**config.mk**
```make
export PLATFORM = sky130hd
export DESIGN_NAME = multdiv_unit
export DESIGN_NICKNAME = d
export VERILOG_FILES = /design/src/rtl/decode_pkg.sv /design/src/rtl/multdiv_unit.sv
export SDC_FILE = /design/constraint.sdc
export NUM_CORES = 2
export LEC_CHECK = 0
export BUFFER_PORTS_ARGS = -buffer_cell sky130_fd_sc_hd__buf_2
export CAP_MARGIN = 20
export CORE_MARGIN = 1
export CORE_UTILIZATION = 45
export CTS_CLUSTER_DIAMETER = 200
export CTS_CLUSTER_SIZE = 8
export DETAILED_ROUTE_END_ITERATION = 8
export PLACE_DENSITY = 0.73
export REMOVE_ABC_BUFFERS = 1
export SETUP_SLACK_MARGIN = 0.15
export SLEW_MARGIN = 25
export SYNTH_ARGS = -nofsm -noshare
export SYNTH_HDL_FRONTEND = slang
export SYNTH_SLANG_ARGS = --single-unit
```
**constraint.sdc**
```tcl
create_clock -name clk -period 11.4 [get_ports clk]
set_input_delay 1.71 -clock clk [delete_from_list [all_inputs] [get_ports clk]]
set_output_delay 1.71 -clock clk [all_outputs]
set_load 0.02 [all_outputs]
```
**src/rtl/decode_pkg.sv**
```systemverilog
// Decode-side types shared with the execution units.
package decode_pkg;

    typedef logic [63:0] u64;

    typedef enum logic [2:0] {
        MULT_MUL,
        MULT_MULW,
        MULT_DIV,
        MULT_DIVU,
        MULT_REM,
        MULT_REMU
    } mult_type_t;

endpackage

```
**src/rtl/multdiv_unit.sv**
```systemverilog
// Iterative RV64 multiply/divide unit: restoring radix-2 divide plus shift-add multiply.
// Build option MULTDIV_FAST_MUL_EN swaps the shift-add multiply for a single-cycle array multiply.
module multdiv_unit
    import decode_pkg::*;
(
    input  logic        clk,
    input  logic        reset,
    input  logic        in_valid,
    output logic        in_ready,
    input  mult_type_t  mult_type,
    input  logic [63:0] src1,
    input  logic [63:0] src2,
    input  logic        flush,
    output logic        out_valid,
    input  logic        out_ready,
    output logic [63:0] result
);

    typedef enum logic [1:0] {IDLE, BUSY, DONE} state_t;

    state_t      state, state_next;
    mult_type_t  op, op_next;
    logic [5:0]  count, count_next;
    logic [63:0] opa, opa_next;
    logic [63:0] opb, opb_next;
    logic [63:0] acc, acc_next;
    logic [63:0] result_next;
    logic        neg_q, neg_q_next;
    logic        neg_r, neg_r_next;

    logic        accept;
    logic        in_is_div, in_is_signed, in_special;
    logic [63:0] in_abs_a, in_abs_b, special_result;
    logic        op_is_div, op_is_rem, busy_last;
    logic [64:0] rem_shift, rem_trial;
    logic [63:0] div_quo, div_rem, div_final;
    logic [63:0] mul_product, mul_final;

    assign in_ready  = (state == IDLE);
    assign out_valid = (state == DONE);
    assign accept    = in_valid & in_ready & ~flush;

    assign in_is_div    = mult_type inside {MULT_DIV, MULT_DIVU, MULT_REM, MULT_REMU};
    assign in_is_signed = mult_type inside {MULT_DIV, MULT_REM};
    assign in_abs_a     = (in_is_signed && src1[63]) ? -src1 : src1;
    assign in_abs_b     = (in_is_signed && src2[63]) ? -src2 : src2;

    // Divide-by-zero and signed overflow are answered at accept without iterating.
    always_comb begin
        in_special     = 1'b0;
        special_result = '0;
        if (src2 == '0) begin
            in_special     = in_is_div;
            special_result = (mult_type inside {MULT_REM, MULT_REMU}) ? src1 : '1;
        end else if (in_is_signed && src1 == 64'h8000_0000_0000_0000 && src2 == '1) begin
            in_special     = 1'b1;
            special_result = (mult_type == MULT_REM) ? '0 : src1;
        end
    end

    // acc holds the partial remainder and opa shifts dividend bits out while quotient bits shift in.
    assign op_is_div = op inside {MULT_DIV, MULT_DIVU, MULT_REM, MULT_REMU};
    assign op_is_rem = op inside {MULT_REM, MULT_REMU};
    assign rem_shift = {acc, opa[63]};
    assign rem_trial = rem_shift - {1'b0, opb};
    assign div_quo   = {opa[62:0], ~rem_trial[64]};
    assign div_rem   = rem_trial[64] ? rem_shift[63:0] : rem_trial[63:0];
    assign div_final = op_is_rem ? (neg_r ? -div_rem : div_rem)
                                 : (neg_q ? -div_quo : div_quo);

`ifdef MULTDIV_FAST_MUL_EN
    assign mul_product = opa * opb;
    assign busy_last   = !op_is_div || (count == '0);
`else
    assign mul_product = acc + (opa[0] ? opb : '0);
    assign busy_last   = (count == '0);
`endif
    assign mul_final = (op == MULT_MULW) ? {{32{mul_product[31]}}, mul_product[31:0]}
                                         : mul_product;

    always_comb begin
        state_next  = state;
        op_next     = op;
        count_next  = count;
        opa_next    = opa;
        opb_next    = opb;
        acc_next    = acc;
        neg_q_next  = neg_q;
        neg_r_next  = neg_r;
        result_next = result;
        case (state)
            IDLE: begin
                if (accept) begin
                    op_next    = mult_type;
                    count_next = 6'd63;
                    opa_next   = in_abs_a;
                    opb_next   = in_abs_b;
                    acc_next   = '0;
                    neg_q_next = in_is_signed & (src1[63] ^ src2[63]);
                    neg_r_next = in_is_signed & src1[63];
                    if (in_special) begin
                        state_next  = DONE;
                        result_next = special_result;
                    end else begin
                        state_next = BUSY;
                    end
                end
            end
            BUSY: begin
                count_next = count - 6'd1;
                if (op_is_div) begin
                    opa_next = div_quo;
                    acc_next = div_rem;
                end else begin
                    opa_next = opa >> 1;
                    opb_next = opb << 1;
                    acc_next = mul_product;
                end
                if (busy_last) begin
                    state_next  = DONE;
                    result_next = op_is_div ? div_final : mul_final;
                end
            end
            DONE: begin
                if (out_ready) begin
                    state_next = IDLE;
                end
            end
            default: state_next = IDLE;
        endcase
        // A kill must never publish a result, even on what would have been the last iteration.
        if (flush) begin
            state_next  = IDLE;
            result_next = result;
        end
    end

    always_ff @(posedge clk or posedge reset) begin
        if (reset) begin
            state  <= IDLE;
            op     <= MULT_MUL;
            count  <= '0;
            opa    <= '0;
            opb    <= '0;
            acc    <= '0;
            neg_q  <= 1'b0;
            neg_r  <= 1'b0;
            result <= '0;
        end else begin
            state  <= state_next;
            op     <= op_next;
            count  <= count_next;
            opa    <= opa_next;
            opb    <= opb_next;
            acc    <= acc_next;
            neg_q  <= neg_q_next;
            neg_r  <= neg_r_next;
            result <= result_next;
        end
    end

endmodule

```
==> summary.md <==
| Metric | Value |
|---|---|
| Pre-Repair DR Iteration Count | 6 |
| Total GRT Usage | 35.45% |
| Post-synthesis compound-gate area fraction | a little under a third |
| CTS tree | built |
| Area share of and/or/nand/nor cells after synthesis | 22.17% |
| Largest delay share family, worst path | compound AO/OA/AOI/OAI gates |
| Clk sinks | 269 |
| Hold WC Path Type | reg2reg |
| Critical path fanouts, max | 23 |
| CTS Buf Count | 39 |
| WP buf/inv | 5 |
| Core Box Area | 65,750 um2 |
| Seq cells post-synth | around 270 |
| Fill cells | 6,579 |
| Placed insts | 4,937 |
| Final design utilization | about half |
| Startpoint types | register |
| Unrepaired setup endpoints after global routing | false |
| Final Skew | 0.03925 ns |
| Layout Cells excl Fill | ~5,000 |
| Yosys warnings | 0 |
| Worst slew pin tran | 1.140 ns |
| GPL Wtd Cong | 1.014 |
| First-pass GRT wire length | 184.8 mm |
| Post-CTS setup buffers | 0 |
| Routed len/inst | 24.81 um |
| Post-synthesis sequential area ratio | a little under a quarter |
| Post-synth EDFFs | 0 |
| Crit. End Element | register |
| Overall power | 10.30 mW |
| Netlist cell types | 108 |
| Area Overhead vs Synth | 8.256% |
| Post-DRT Antenna Nets | 0 |
| Synthesized area | 29,920 um2 |
| Final Hold Viols | 0 |
| Setup violations, final | 0 |
| Max transition margin | 23.79% |
| H-tree depth | 2 |
| Sum Neg Setup Slack | 0 ns |
| DR vias | about 33,000 |
| P per Cell Area | ~320 nW/um2 |
| Drt drc | 0 |
| Final min period | 7.325 ns |
| Mean area per synthesized cell | 7.304 um2 |
| Slowest CP cell | o41a_1 |
| # IOs | ~200 |
| Worst vdd ir | ~0.00015 V |
| Die area | about 68,000 um2 |
| Final Max Tran Viols | 0 |
| Clock transition at the registers of the reported paths | 0.06 ns |
| R2r setup slk | roughly 4.1 ns |
| Fin nets | 4,387 |
| Initial drt markers | just under 4,000 |
| Post-CTS sizing | 0 |
| Initial Util | 45.50% |
| Status | finished, final reports clean |
| Critical Path Most Common Cell | o21ai_1 |
| Row count | 94 |
| Xor/xnor share of the synthesized area | between 9 and 10% |
| Hpwl dp | roughly 95 mm |
| Pin count of the biggest net entering global routing | 110 |
| Port Buf Inserts | around 200 |
| Maxcap violations | 0 |
| Fmax | 136.5 MHz |
| Crit path DAT | 7.82 ns |
| Largest family of logic cells by synthesized area | compound AO/OA/AOI/OAI gates |
| Overflow after GRT | 0 |
| Post-Synth Adder-Cell Area | 5.780% |
| Worst Path Required | 11.89 ns |
| Fin worst setup slack | 4.075 ns |
| Post-synthesis instance total | 4,096 |
| WS Path Type | reg2reg |
| Min Hold Slack | 0.4740 ns |
| Final worst-path cycle share | 64.25% |
| Die span in x | between 200 and 300 um |
| Leakage | 13.47 nW |
| Fin area | 32,390 um2 |
| Hold_buf cts | 0 |
| Initial antenna violation count | 3 |
| Post-synthesis mux area share | 3.827% |
| Die H | around 260 um |
| Place WS | 4.339 ns |
| Layout cells sized above 1 | 9.230% |
| DR vias/cell | 6.609 |
| Vias in the first global route | around 30,000 |
| Async set or reset register ratio after synthesis | 100.0% |
| Routed WL | 123.6 mm |
| Clock buffer depth | 3 |
| Top_reg_cell synth | dfrtp_1 |
| Worst path max stage delay | 0.57 ns |
| Clock Root Buffer | clkbuf_16 |
| Placement Cell Area | 31,330 um2 |
| Clk_lat worst skew | 0.59 ns |
## metal layers
layer,global-route usage (%),share of wire (%),vias up
li1,-,-,15146
met1,50.39,43,15546
met2,51.51,42,1960
met3,8.090,12,282
met4,13.82,4.2,0
met5,0,0,-
## final timing paths
check	startpoint	to	cells past startpoint
min in group asynchronous	reset	opb[8]$_DFFE_PP0P_	2
worst min-delay path	count[4]$_DFFE_PP0P_	count[4]$_DFFE_PP0P_	1
worst max register to register	opa[63]$_DFFE_PP0P_	result[44]$_DFFE_PP0P_	28
worst min register to register	count[4]$_DFFE_PP0P_	count[4]$_DFFE_PP0P_	1
max in group asynchronous	reset	acc[55]$_DFFE_PP0P_	4
worst max-delay path	opa[63]$_DFFE_PP0P_	result[44]$_DFFE_PP0P_	28
## kinds of logic after synthesis
group,count (synthesis)
buffers and inverters,412
DFF,269
xor gates and xnor gates,312
and+or+nand+nor,1394
adders and majority gates,137
muxes,113
AOI/OAI and AO/OA,1459
## synthesized netlist by cell type (56+ instances only)
library cell / instances / area (um2)
xnor2_1: 179 / 1568
clkbuf_1: 204 / 765.7
nor2_1: 358 / 1344
dfrtp_1: 269 / 6731
nor3_1: 108 / 540.5
a21oi_1: 313 / 1567
nand2_1: 473 / 1775
or3_1: 56 / 350.3
nand4_1: 66 / 412.9
inv_1: 135 / 506.7
mux2i_1: 102 / 1021
a31oi_1: 58 / 362.9
o21ai_0: 452 / 2262
o211ai_1: 164 / 1231
o31ai_1: 67 / 503.0
xor2_1: 133 / 1165
ha_1: 135 / 1689
nand3_1: 76 / 380.4
a21o_1: 65 / 488.0
## layout make-up
type	instances	area, um2	share of cell area [%]
diodes	2	5.005	0.01545
clock buffers	41	1005	3.102
clock inverters	3	30.03	0.09272
inverters	136	519.2	1.603
multi-input cells	3415	21610	66.74
flip-flops and latches	269	6733	20.79
well taps	864	1081	3.338
repair buffers	253	1400	4.323
## sequential cells by signal (all words and copies together), names as in the netlist
signal / count
acc: 64
opa: 64
opb: 64
result: 64
count: 6
op: 3
state: 2
neg_q: 1
neg_r: 1
## layout by cell type, fill, tap and decap left out, types with 134 or more instances in the layout
cell type and instances:
o21ai_0 451, o211ai_1 164, xnor2_1 179, nor2_1 355
nand2_1 471, a21oi_1 313, dfrtp_1 268, buf_2 201
ha_1 134
## where the power goes
| part | total (mW) | leakage (nW) | switching [mW] | internal (mW) |
|---|---|---|---|---|
| logic | 7.38 | 9.60 | 4.96 | 2.41 |
| clock network | 1.11 | 0.509 | 0.487 | 0.618 |
| registers | 1.82 | 3.36 | 0.516 | 1.30 |
(Power assumes the default switching activity.)
